## config.mk

```make
export PLATFORM = sky130hd
export DESIGN_NAME = hazard_ctrl
export DESIGN_NICKNAME = d
export VERILOG_FILES = /design/src/rtl/hazard_pkg.sv /design/src/rtl/sb_counter_array.sv /design/src/rtl/hazard_ctrl.sv
export SDC_FILE = /design/constraint.sdc
export NUM_CORES = 1
export LEC_CHECK = 0
export BUFFER_PORTS_ARGS = -buffer_cell sky130_fd_sc_hd__buf_2
export CAP_MARGIN = 20
export CORE_AREA = 5 5 93 159
export DETAILED_ROUTE_END_ITERATION = 10
export DIE_AREA = 0 0 98 164
export PLACE_DENSITY = 0.78
export SYNTH_ARGS = -nofsm -noshare
export SYNTH_HDL_FRONTEND = slang
export SYNTH_SLANG_ARGS = --single-unit
```

## constraint.sdc

```tcl
create_clock -name clk -period 2.9 [get_ports clk]
set_input_delay 0.145 -clock clk [delete_from_list [all_inputs] [get_ports clk]]
set_output_delay 0.145 -clock clk [all_outputs]
set_load 0.02 [all_outputs]
```

## src/rtl/hazard_pkg.sv

```systemverilog
// Shared types and default sizes for the DE-stage interlock controller.
package hazard_pkg;

    localparam int NREGS     = 32;
    localparam int REGNOBITS = 5;
    localparam int CNTBITS   = 2;

    function automatic int cnt_max(input int bits);
        return (1 << bits) - 1;
    endfunction

    localparam int CNT_MAX = cnt_max(CNTBITS);

    typedef enum logic {
        HZ_RUN       = 1'b0,
        HZ_CTRL_WAIT = 1'b1
    } hz_state_t;

endpackage

```

## src/rtl/sb_counter_array.sv

```systemverilog
// Per-register saturating pending-write counters with WB-bypassed busy view.
module sb_counter_array #(
    parameter int NREGS     = hazard_pkg::NREGS,
    parameter int REGNOBITS = hazard_pkg::REGNOBITS,
    parameter int CNTBITS   = hazard_pkg::CNTBITS
) (
    input  logic                 clk,
    input  logic                 reset,
    input  logic                 inc,
    input  logic [REGNOBITS-1:0] inc_idx,
    input  logic                 dec,
    input  logic [REGNOBITS-1:0] dec_idx,
    output logic [NREGS-1:0]     busy_mask,
    output logic                 overflow,
    output logic                 underflow
);
    import hazard_pkg::*;

    localparam logic [CNTBITS-1:0] CNT_TOP = CNTBITS'(cnt_max(CNTBITS));
    localparam logic [CNTBITS-1:0] CNT_ONE = CNTBITS'(1);

    // x0 has no counter: index 0 is simply absent from the array
    logic [CNTBITS-1:0] cnt [1:NREGS-1];
    logic [NREGS-1:1]   inc_hit, dec_hit, ovf_hit, unf_hit;

    always_comb begin
        busy_mask = '0;
        inc_hit   = '0;
        dec_hit   = '0;
        ovf_hit   = '0;
        unf_hit   = '0;
        for (int i = 1; i < NREGS; i++) begin
            inc_hit[i] = inc && (inc_idx == REGNOBITS'(i));
            dec_hit[i] = dec && (dec_idx == REGNOBITS'(i));
            ovf_hit[i] = inc_hit[i] && !dec_hit[i] && (cnt[i] == CNT_TOP);
            unf_hit[i] = dec_hit[i] && !inc_hit[i] && (cnt[i] == '0);
            // eff = cnt - wb_hit is nonzero exactly when cnt exceeds the WB hit
            busy_mask[i] = (cnt[i] != '0) && !(dec_hit[i] && (cnt[i] == CNT_ONE));
        end
    end

    assign overflow  = |ovf_hit;
    assign underflow = |unf_hit;

    always_ff @(posedge clk) begin
        for (int i = 1; i < NREGS; i++) begin
            if (reset) begin
                cnt[i] <= '0;
            end else if (inc_hit[i] && !dec_hit[i] && !ovf_hit[i]) begin
                cnt[i] <= cnt[i] + 1'b1;
            end else if (dec_hit[i] && !inc_hit[i] && !unf_hit[i]) begin
                cnt[i] <= cnt[i] - 1'b1;
            end
        end
    end

endmodule

```

## src/rtl/hazard_ctrl.sv

```systemverilog
// DE-stage interlock: RAW stall via register scoreboard, control-flow serialization.
module hazard_ctrl #(
    parameter int NREGS     = hazard_pkg::NREGS,
    parameter int REGNOBITS = hazard_pkg::REGNOBITS,
    parameter int CNTBITS   = hazard_pkg::CNTBITS
) (
    input  logic                 clk,
    input  logic                 reset,
    input  logic                 de_valid,
    input  logic [REGNOBITS-1:0] de_rs1,
    input  logic [REGNOBITS-1:0] de_rs2,
    input  logic                 de_rs1_used,
    input  logic                 de_rs2_used,
    input  logic [REGNOBITS-1:0] de_rd,
    input  logic                 de_wr_reg,
    input  logic                 de_is_ctrl,
    input  logic                 agex_br_valid,
    input  logic                 agex_br_redirect,
    input  logic                 wb_wr_reg,
    input  logic [REGNOBITS-1:0] wb_wregno,
    output logic                 stall_de,
    output logic                 bubble_de,
    output logic                 flush_fe,
    output logic [NREGS-1:0]     busy_mask,
    output logic                 sb_err
);
    import hazard_pkg::*;

    hz_state_t state, state_nxt;
    logic      hazard, issue, sb_inc, sb_dec, sb_ovf, sb_unf;

    assign sb_inc = issue && de_wr_reg && (de_rd != '0);
    assign sb_dec = wb_wr_reg && (wb_wregno != '0);

    sb_counter_array #(
        .NREGS     (NREGS),
        .REGNOBITS (REGNOBITS),
        .CNTBITS   (CNTBITS)
    ) u_sb (
        .clk       (clk),
        .reset     (reset),
        .inc       (sb_inc),
        .inc_idx   (de_rd),
        .dec       (sb_dec),
        .dec_idx   (wb_wregno),
        .busy_mask (busy_mask),
        .overflow  (sb_ovf),
        .underflow (sb_unf)
    );

    // busy_mask already folds in the WB bypass, and bit 0 is never set
    assign hazard = de_valid && ((de_rs1_used && busy_mask[de_rs1]) ||
                                 (de_rs2_used && busy_mask[de_rs2]));

    always_comb begin
        state_nxt = state;
        stall_de  = 1'b0;
        bubble_de = 1'b0;
        flush_fe  = 1'b0;
        issue     = 1'b0;
        case (state)
            HZ_RUN: begin
                stall_de  = hazard;
                bubble_de = hazard;
                issue     = de_valid && !hazard;
                if (issue && de_is_ctrl) begin
                    state_nxt = HZ_CTRL_WAIT;
                end
            end
            HZ_CTRL_WAIT: begin
                // fall-through instruction in DE is held until AGEX resolves
                stall_de  = 1'b1;
                bubble_de = 1'b1;
                if (agex_br_valid) begin
                    flush_fe  = agex_br_redirect;
                    state_nxt = HZ_RUN;
                end
            end
        endcase
    end

    always_ff @(posedge clk) begin
        if (reset) begin
            state  <= HZ_RUN;
            sb_err <= 1'b0;
        end else begin
            state <= state_nxt;
            if (sb_ovf || sb_unf) begin
                sb_err <= 1'b1;
            end
        end
    end

endmodule

```

==> results of run 1 <==
## through the flow
step	std cells	hold WS [ns]	area, um^2	utilization [%]
6_report	1403	0.0769	11600	86.7
5_1_grt	1403	0.112	11600	86.7
4_1_cts	1392	0.0770	10900	81.8
3_5_place_dp	1357	0.427	9830	73.5
3_3_place_gp	1357	0.404	9830	73.5
2_1_floorplan	901	0.310	7390	-
## state kept, by name (all words and copies together) (netlist names)
register / flops
sb_err: 1
u_sb.cnt: 62
state: 1
## routing by layer
metal / vias up / share of wire (%) / track usage, %
met4: 0 / 11 / 36.2
met2: 839 / 47 / 77.4
li1: 4010 / - / -
met3: 340 / 11 / 7.73
met1: 4517 / 31 / 45.3
met5: - / 0 / 0
## logic make-up after synthesis
| logic type | after synthesis | synth area share [%] |
|---|---|---|
| simple gates | 378 | 26.6 |
| compound gates | 205 | 19.9 |
| fa+ha+maj | 93 | 16.0 |
| other cells | 1 | 0.0515 |
| mux | 25 | 3.81 |
| flops | 64 | 26.1 |
| buf+inv | 135 | 7.54 |
## layout make-up
| type | count | area [um^2] |
|---|---|---|
| Timing Repair Buffer | 367 | 2850 |
| Multi-Input combinational cell | 703 | 6050 |
| Fill cell | 658 | 1780 |
| Clock inverter | 6 | 61.3 |
| Clock buffer | 10 | 229 |
| Tap cell | 174 | 218 |
| Inverter | 79 | 297 |
| Sequential cell | 64 | 1900 |
## timing repair
item | CTS | global route
gates cloned | 2 | 0
resized for setup | 141 | 138
setup endpoints to repair | 127 | 127
pin swaps | 35 | 34
buffers inserted | 19 | 15
## how the worst min path moves through the flow
stage                     from     to  slack (ns)  cells past startpoint
detailed placement  de_is_ctrl  state        0.43                      3
CTS                 de_is_ctrl  state        0.08                      3
floorplan           de_is_ctrl  state        0.31                      2
finish              de_is_ctrl  state        0.08                      3
global placement    de_is_ctrl  state        0.40                      3
global route        de_is_ctrl  state        0.11                      3
## power by group
| part | switching (mW) | total [mW] | internal (mW) |
|---|---|---|---|
| registers | 0.0362 | 1.09 | 1.05 |
| logic | 0.656 | 1.14 | 0.480 |
| clock network | 0.475 | 1.14 | 0.664 |
| total | 1.17 | 3.36 | 2.19 |
## cells in the mapped netlist (all sizes together) (16+ instances only)
cell / number / share of area (%)
nor2: 115 / 5.9
nor3: 36 / 2.5
inv: 79 / 4.1
buf: 23 / 1.8
nand3: 41 / 3.1
o21ai: 29 / 2.0
a211oi: 21 / 2.2
clkbuf: 33 / 1.7
edfxtp: 62 / 26
nand2: 77 / 4.0
nor4: 16 / 1.4
a311oi: 23 / 2.8
a31oi: 26 / 2.2
ha: 93 / 16
o211ai: 22 / 2.3
a21oi: 26 / 1.8
## cells in the final DEF, fill, tap and decap left out, drive strengths merged, types with 5 or more instances in the layout
master,instances
o211ai,22
or2,8
and3,8
or3,6
edfxtp,62
mux2i,12
nor4,16
nand2b,13
o22ai,8
nand2,77
or4,14
nor2,115
a311oi,23
o21ai,29
and2,5
mux2,12
nand4b,5
nor3,36
buf,367
nand4,15
nor2b,5
nand3,41
a31oi,26
a21oi,26
inv,79
clkbuf,10
a211oi,21
ha,93
## worst register-to-register path, cell delays in order (launching register included)
cell and delay, ns:
edfxtp_1 0.41, inv_1 0.10, ha_2 0.26, a31oi_4 0.19, o22ai_1 0.12, o211ai_1 0.31, nand4_1 0.20, o22a_4 0.31
buf_12 0.16, nand4_4 0.10, o22a_1 0.19, o221ai_1 0.19, nor4_1 0.31, buf_4 0.17, a41oi_1 0.10
==> out/metrics.cfg, run 1 <==
[setup_path]
worst-path-buf-inv=3
path_cells=inv_1 -> ha_2 -> a31oi_4 -> o22ai_1 -> o211ai_1 -> nand4_1 -> o22a_4 -> buf_12 -> nand4_4 -> o22a_1 -> o221ai_1 -> nor4_1 -> buf_4 -> a41oi_1
endpoint=sb_err
crit_required_ns=3.08
crit_start=u_sb.cnt[9][0]
r2r_end=sb_err
critical_path_class=reg2reg
cp-end-kind=flop
worst_path_dominant_cell_family=compound AO/OA/AOI/OAI gates
r2r_slack_ns=-0.36
reg2reg_depth=14
crit_path_max_fanout=5
path_depth=14
crit_arrival_ns=3.45
cpPeakStageDelay_ns=0.41
r2r-start=u_sb.cnt[9][0]
worst_setup_path_start_kind=flop
slowest_stage=edfxtp_1

[synth]
yosysSeqAreaShare_pct=26.1
syn_nets=1024
synthCells=901
async_flop_share_pct=0
synthesis.area_mm2=0.00728
synth_edf_count=62
yosys_warnings=0
synth_ff_type=edfxtp_1
synth_cell_type_count=77
ys_seq_elements=64
avgSynthCellArea_um2=8.08

[outcome]
violations=negative setup slack
outcome=finished with violations

[placement]
dpl.hpwl_mm=25.7
place.gp.congestion=1.06
pre_cts_ws_ns=-0.716
port_buffers=64

[die]
num_rows=56
initial_core_util_pct=54.4
core_mm2=0.0134
die-height_um=164
die_x_um=98
dieArea_mm2=0.0161
ios=66

[clocking]
worstSkewPairLatency_ns=0.34
clkTransAtPathRegs_ns=0.07
htree_levels=3
numCtsBuffers=9
hold_buffers=0
clock_path_buffers=2
cts_tree=done
clock-sinks=64
root_buffer=clkbuf_16

[drt]
drc=0
drt.antenna.violating_nets=0
drt_iter0_drc=1258
routedWlPerCell_um=27.7
totalWireLength_mm=38.8
drt-pass1-iter-count=8
via_per_inst=6.92
vias=9706

[power_and_ir_drop]
power_density_mw_per_mm2=290
ir_drop_uv=326
power_leakage_nw=4.84
power_mw=3.36

[cells_and_area]
final_nets=1347
syn_to_final_growth_pct=59.4
drive_above_1_share_pct=47.8
antenna_cells=0

[grt]
track_usage_pct=44.1
grt_pass1_wl_mm=53.9
grt_max_degree=63
grt_pass1_vias=9692
gr-total-overflow=0
antenna_found_initial=0

[sta]
hold_viol=0
final.setup.worst_slack_ns=-0.365
clock_skew_ns=0.0103
clock.fmax_mhz=306
finalSetupTns_ns=-14.04
grt_setup_unrepaired=true
layout_min_cycle_time_ns=3.26
relSlewSlack_pct=46.4
tightest_slew_ns=0.804
slew_viol_final=0
finalSetupViolCount=116
period_share_pct=113

[min_path]
hold_class=in2reg

[flow_run]
cap_violations=0

Note: power is estimated with default switching activity, not from simulation.
==> run 2, diff against run 1 <==
CELL_PAD_IN_SITES_DETAIL_PLACEMENT = 1   (was unset)
CELL_PAD_IN_SITES_GLOBAL_PLACEMENT = 1   (was unset)
CORE_AREA = 5 5 106 183   (was 5 5 93 159)
DIE_AREA = 0 0 111 188   (was 0 0 98 164)
RECOVER_POWER = 25   (was unset)
==> run 2 against run 1 <==
Compared with the run above: the run still ends with negative setup slack left; die area up 30%; count of clock-buffer cells in the layout up 2; total power up 5.7%; clock power up 6%; largest power group unchanged.
==> out/metrics.cfg, run 2 (synthesized netlist as in run 1, its figures left out) <==
[placement]
place.gp.congestion=0.989  ; was 1.06
port_buffers=64  ; unchanged
dpl.hpwl_mm=28.0  ; was 25.7 mm

[setup_path]
crit_path_max_fanout=7  ; was 5
worst_path_dominant_cell_family=compound AO/OA/AOI/OAI gates  ; unchanged
path_cells=inv_1 -> ha_4 -> a31oi_2 -> a311oi_2 -> o211ai_1 -> nand4_1 -> o22a_2 -> buf_12 -> buf_6 -> nand3_4 -> buf_4 -> o211ai_1 -> nand4_1 -> nor3_1 -> a41oi_1  ; was inv_1 -> ha_2 -> a31oi_4 -> o22ai_1 -> o211ai_1 -> nand4_1 -> o22a_4 -> buf_12 -> nand4_4 -> o22a_1 -> o221ai_1 -> nor4_1 -> buf_4 -> a41oi_1
slowest_stage=o211ai_1  ; was edfxtp_1
cp-end-kind=flop  ; unchanged
cpPeakStageDelay_ns=0.52  ; was 0.41 ns
crit_required_ns=3.12  ; was 3.08 ns
critical_path_class=reg2reg  ; unchanged
crit_arrival_ns=4.06  ; was 3.45 ns
worst-path-buf-inv=4  ; was 3
worst_setup_path_start_kind=flop  ; unchanged

[grt]
gr-total-overflow=0  ; unchanged
antenna_found_initial=2  ; was 0
track_usage_pct=39.9  ; was 44.1%
grt_max_degree=38  ; was 63
grtUsageMet2_pct=69.9  ; was 77.4%
grt_pass1_wl_mm=63.0  ; was 53.9 mm
use_met3_pct=9.75  ; was 7.73%
gr-usage-met1_pct=36.3  ; was 45.3%
grt_pass1_vias=10500  ; was 9692
grt.busiest_layer=met2  ; unchanged

[min_path]
hold_class=in2reg  ; unchanged

[outcome]
outcome=finished with violations  ; unchanged
violations=negative setup slack  ; unchanged

[sta]
layout_min_cycle_time_ns=3.84  ; was 3.26 ns
grt_setup_unrepaired=true  ; unchanged
tightest_slew_ns=1.02  ; was 0.804 ns
hold_viol=0  ; unchanged
period_share_pct=132  ; was 113%
relSlewSlack_pct=31.0  ; was 46.4%
clock.fmax_mhz=260  ; was 306 MHz
final.setup.worst_slack_ns=-0.941  ; was -0.365 ns
finalSetupTns_ns=-52.28  ; was -14.04 ns
finalSetupViolCount=128  ; was 116
clock_skew_ns=0.0199  ; was 0.0103 ns
hold_slack_ns=0.0828  ; was 0.0769 ns
slew_viol_final=0  ; unchanged

[die]
die_x_um=111  ; was 98 um
core_mm2=0.0178  ; was 0.0134 mm^2
initial_core_util_pct=40.9  ; was 54.4%
die-height_um=188  ; was 164 um
dieArea_mm2=0.0209  ; was 0.0161 mm^2
ios=66  ; unchanged
num_rows=65  ; was 56

[cells_and_area]
top_register=u_sb.cnt  ; unchanged
largest_reg_flops=62  ; unchanged
final_nets=1339  ; was 1347
antenna_cells=0  ; unchanged
layout_commonest_cell=buf_4  ; unchanged
reg_top3=u_sb.cnt (62), sb_err (1), state (1)  ; unchanged
nFillCells=1972  ; was 658
final_cell_mix=buf_4, nor2_1, inv_1  ; unchanged
syn_to_final_growth_pct=62.6  ; was 59.4%
drive_above_1_share_pct=49.5  ; was 47.8%

[power_and_ir_drop]
power_density_mw_per_mm2=300  ; was 290 mW/mm^2
ir_drop_uv=408  ; was 326 uV
power_leakage_nw=4.81  ; was 4.84 nW
power_mw=3.55  ; was 3.36 mW

[clocking]
cts_tree=done  ; unchanged
clock_path_buffers=2  ; unchanged
numCtsBuffers=9  ; unchanged
clkTransAtPathRegs_ns=0.06  ; was 0.07 ns
hold_buffers=0  ; unchanged
clock-sinks=64  ; unchanged
root_buffer=clkbuf_16  ; unchanged
htree_levels=3  ; unchanged
worstSkewPairLatency_ns=0.37  ; was 0.34 ns

[drt]
routedWlPerCell_um=35.6  ; was 27.7 um
via_per_inst=7.07  ; was 6.92
drt-pass1-iter-count=9  ; was 8
drt.antenna.violating_nets=0  ; unchanged
totalWireLength_mm=51.8  ; was 38.8 mm
drt_iter0_drc=1393  ; was 1258
vias=10300  ; was 9706
drc=0  ; unchanged

[flow_run]
cap_violations=0  ; unchanged

run 2: cell types whose count changed in the layout (fill, tap and decap cells not counted), sizes merged:
cell / change
clkinvlp: +1
clkbuf: +6
buf: -11
clkinv: -3
nand4: -1
run 2: worst min-delay path, stage by stage:
cell     delay, ns
buf_2         0.08
a32oi_2       0.10
nor2_1        0.08
run 2: layout make-up:
type                    count  area [um^2]  area share (%)
multi-input cells         702         6300            53.2
repair buffers            360         2740            23.2
clock inverters             4         53.8           0.454
clock buffers              12          246            2.08
flip-flops and latches     64         1900            16.1
well taps                 234          293            2.47
inverters                  79          299            2.53
run 2: power breakdown:
part | leakage [nW] | total (mW) | internal (mW) | switching, mW
Sequential | 0.657 | 1.09 | 1.05 | 0.0400
Combinational | 4.01 | 1.25 | 0.483 | 0.771
Clock | 0.139 | 1.21 | 0.693 | 0.515
run 2: final timing paths:
kind / start / end / slack (ns) / depth (start not counted)
min reg2reg: state / state / 0.68 / 2
max reg2reg: u_sb.cnt[23][0] / sb_err / -0.94 / 15
max: u_sb.cnt[23][0] / sb_err / -0.94 / 15
min: de_is_ctrl / state / 0.08 / 3
run 2: per-layer routing:
layer | part of all wire [%] | vias to the layer above
met2 | 47 | 952
met5 | 0.041 | -
li1 | - | 3967
met3 | 10 | 475
met4 | 13 | 4
met1 | 30 | 4885
run 2: repair_timing:
item,CTS,global route
pin swaps,29,35
resized for setup,193,137
endpoints found under the hold margin,0,0
endpoints found under the setup margin,127,128
buffers inserted,26,27
run 2: stage by stage:
| stage | cell area, um^2 | utilization, % | worst slack, ns | instances |
|---|---|---|---|---|
| after floorplan | 7390 | - | 0.0211 | 901 |
| after global placement | 9670 | 54.3 | -0.859 | 1394 |
| after detailed placement | 9670 | 54.3 | -0.800 | 1394 |
| after CTS | 11000 | 61.6 | -0.220 | 1430 |
| after global routing | 11800 | 66.5 | -1.06 | 1455 |
| final | 11800 | 66.5 | -0.941 | 1455 |
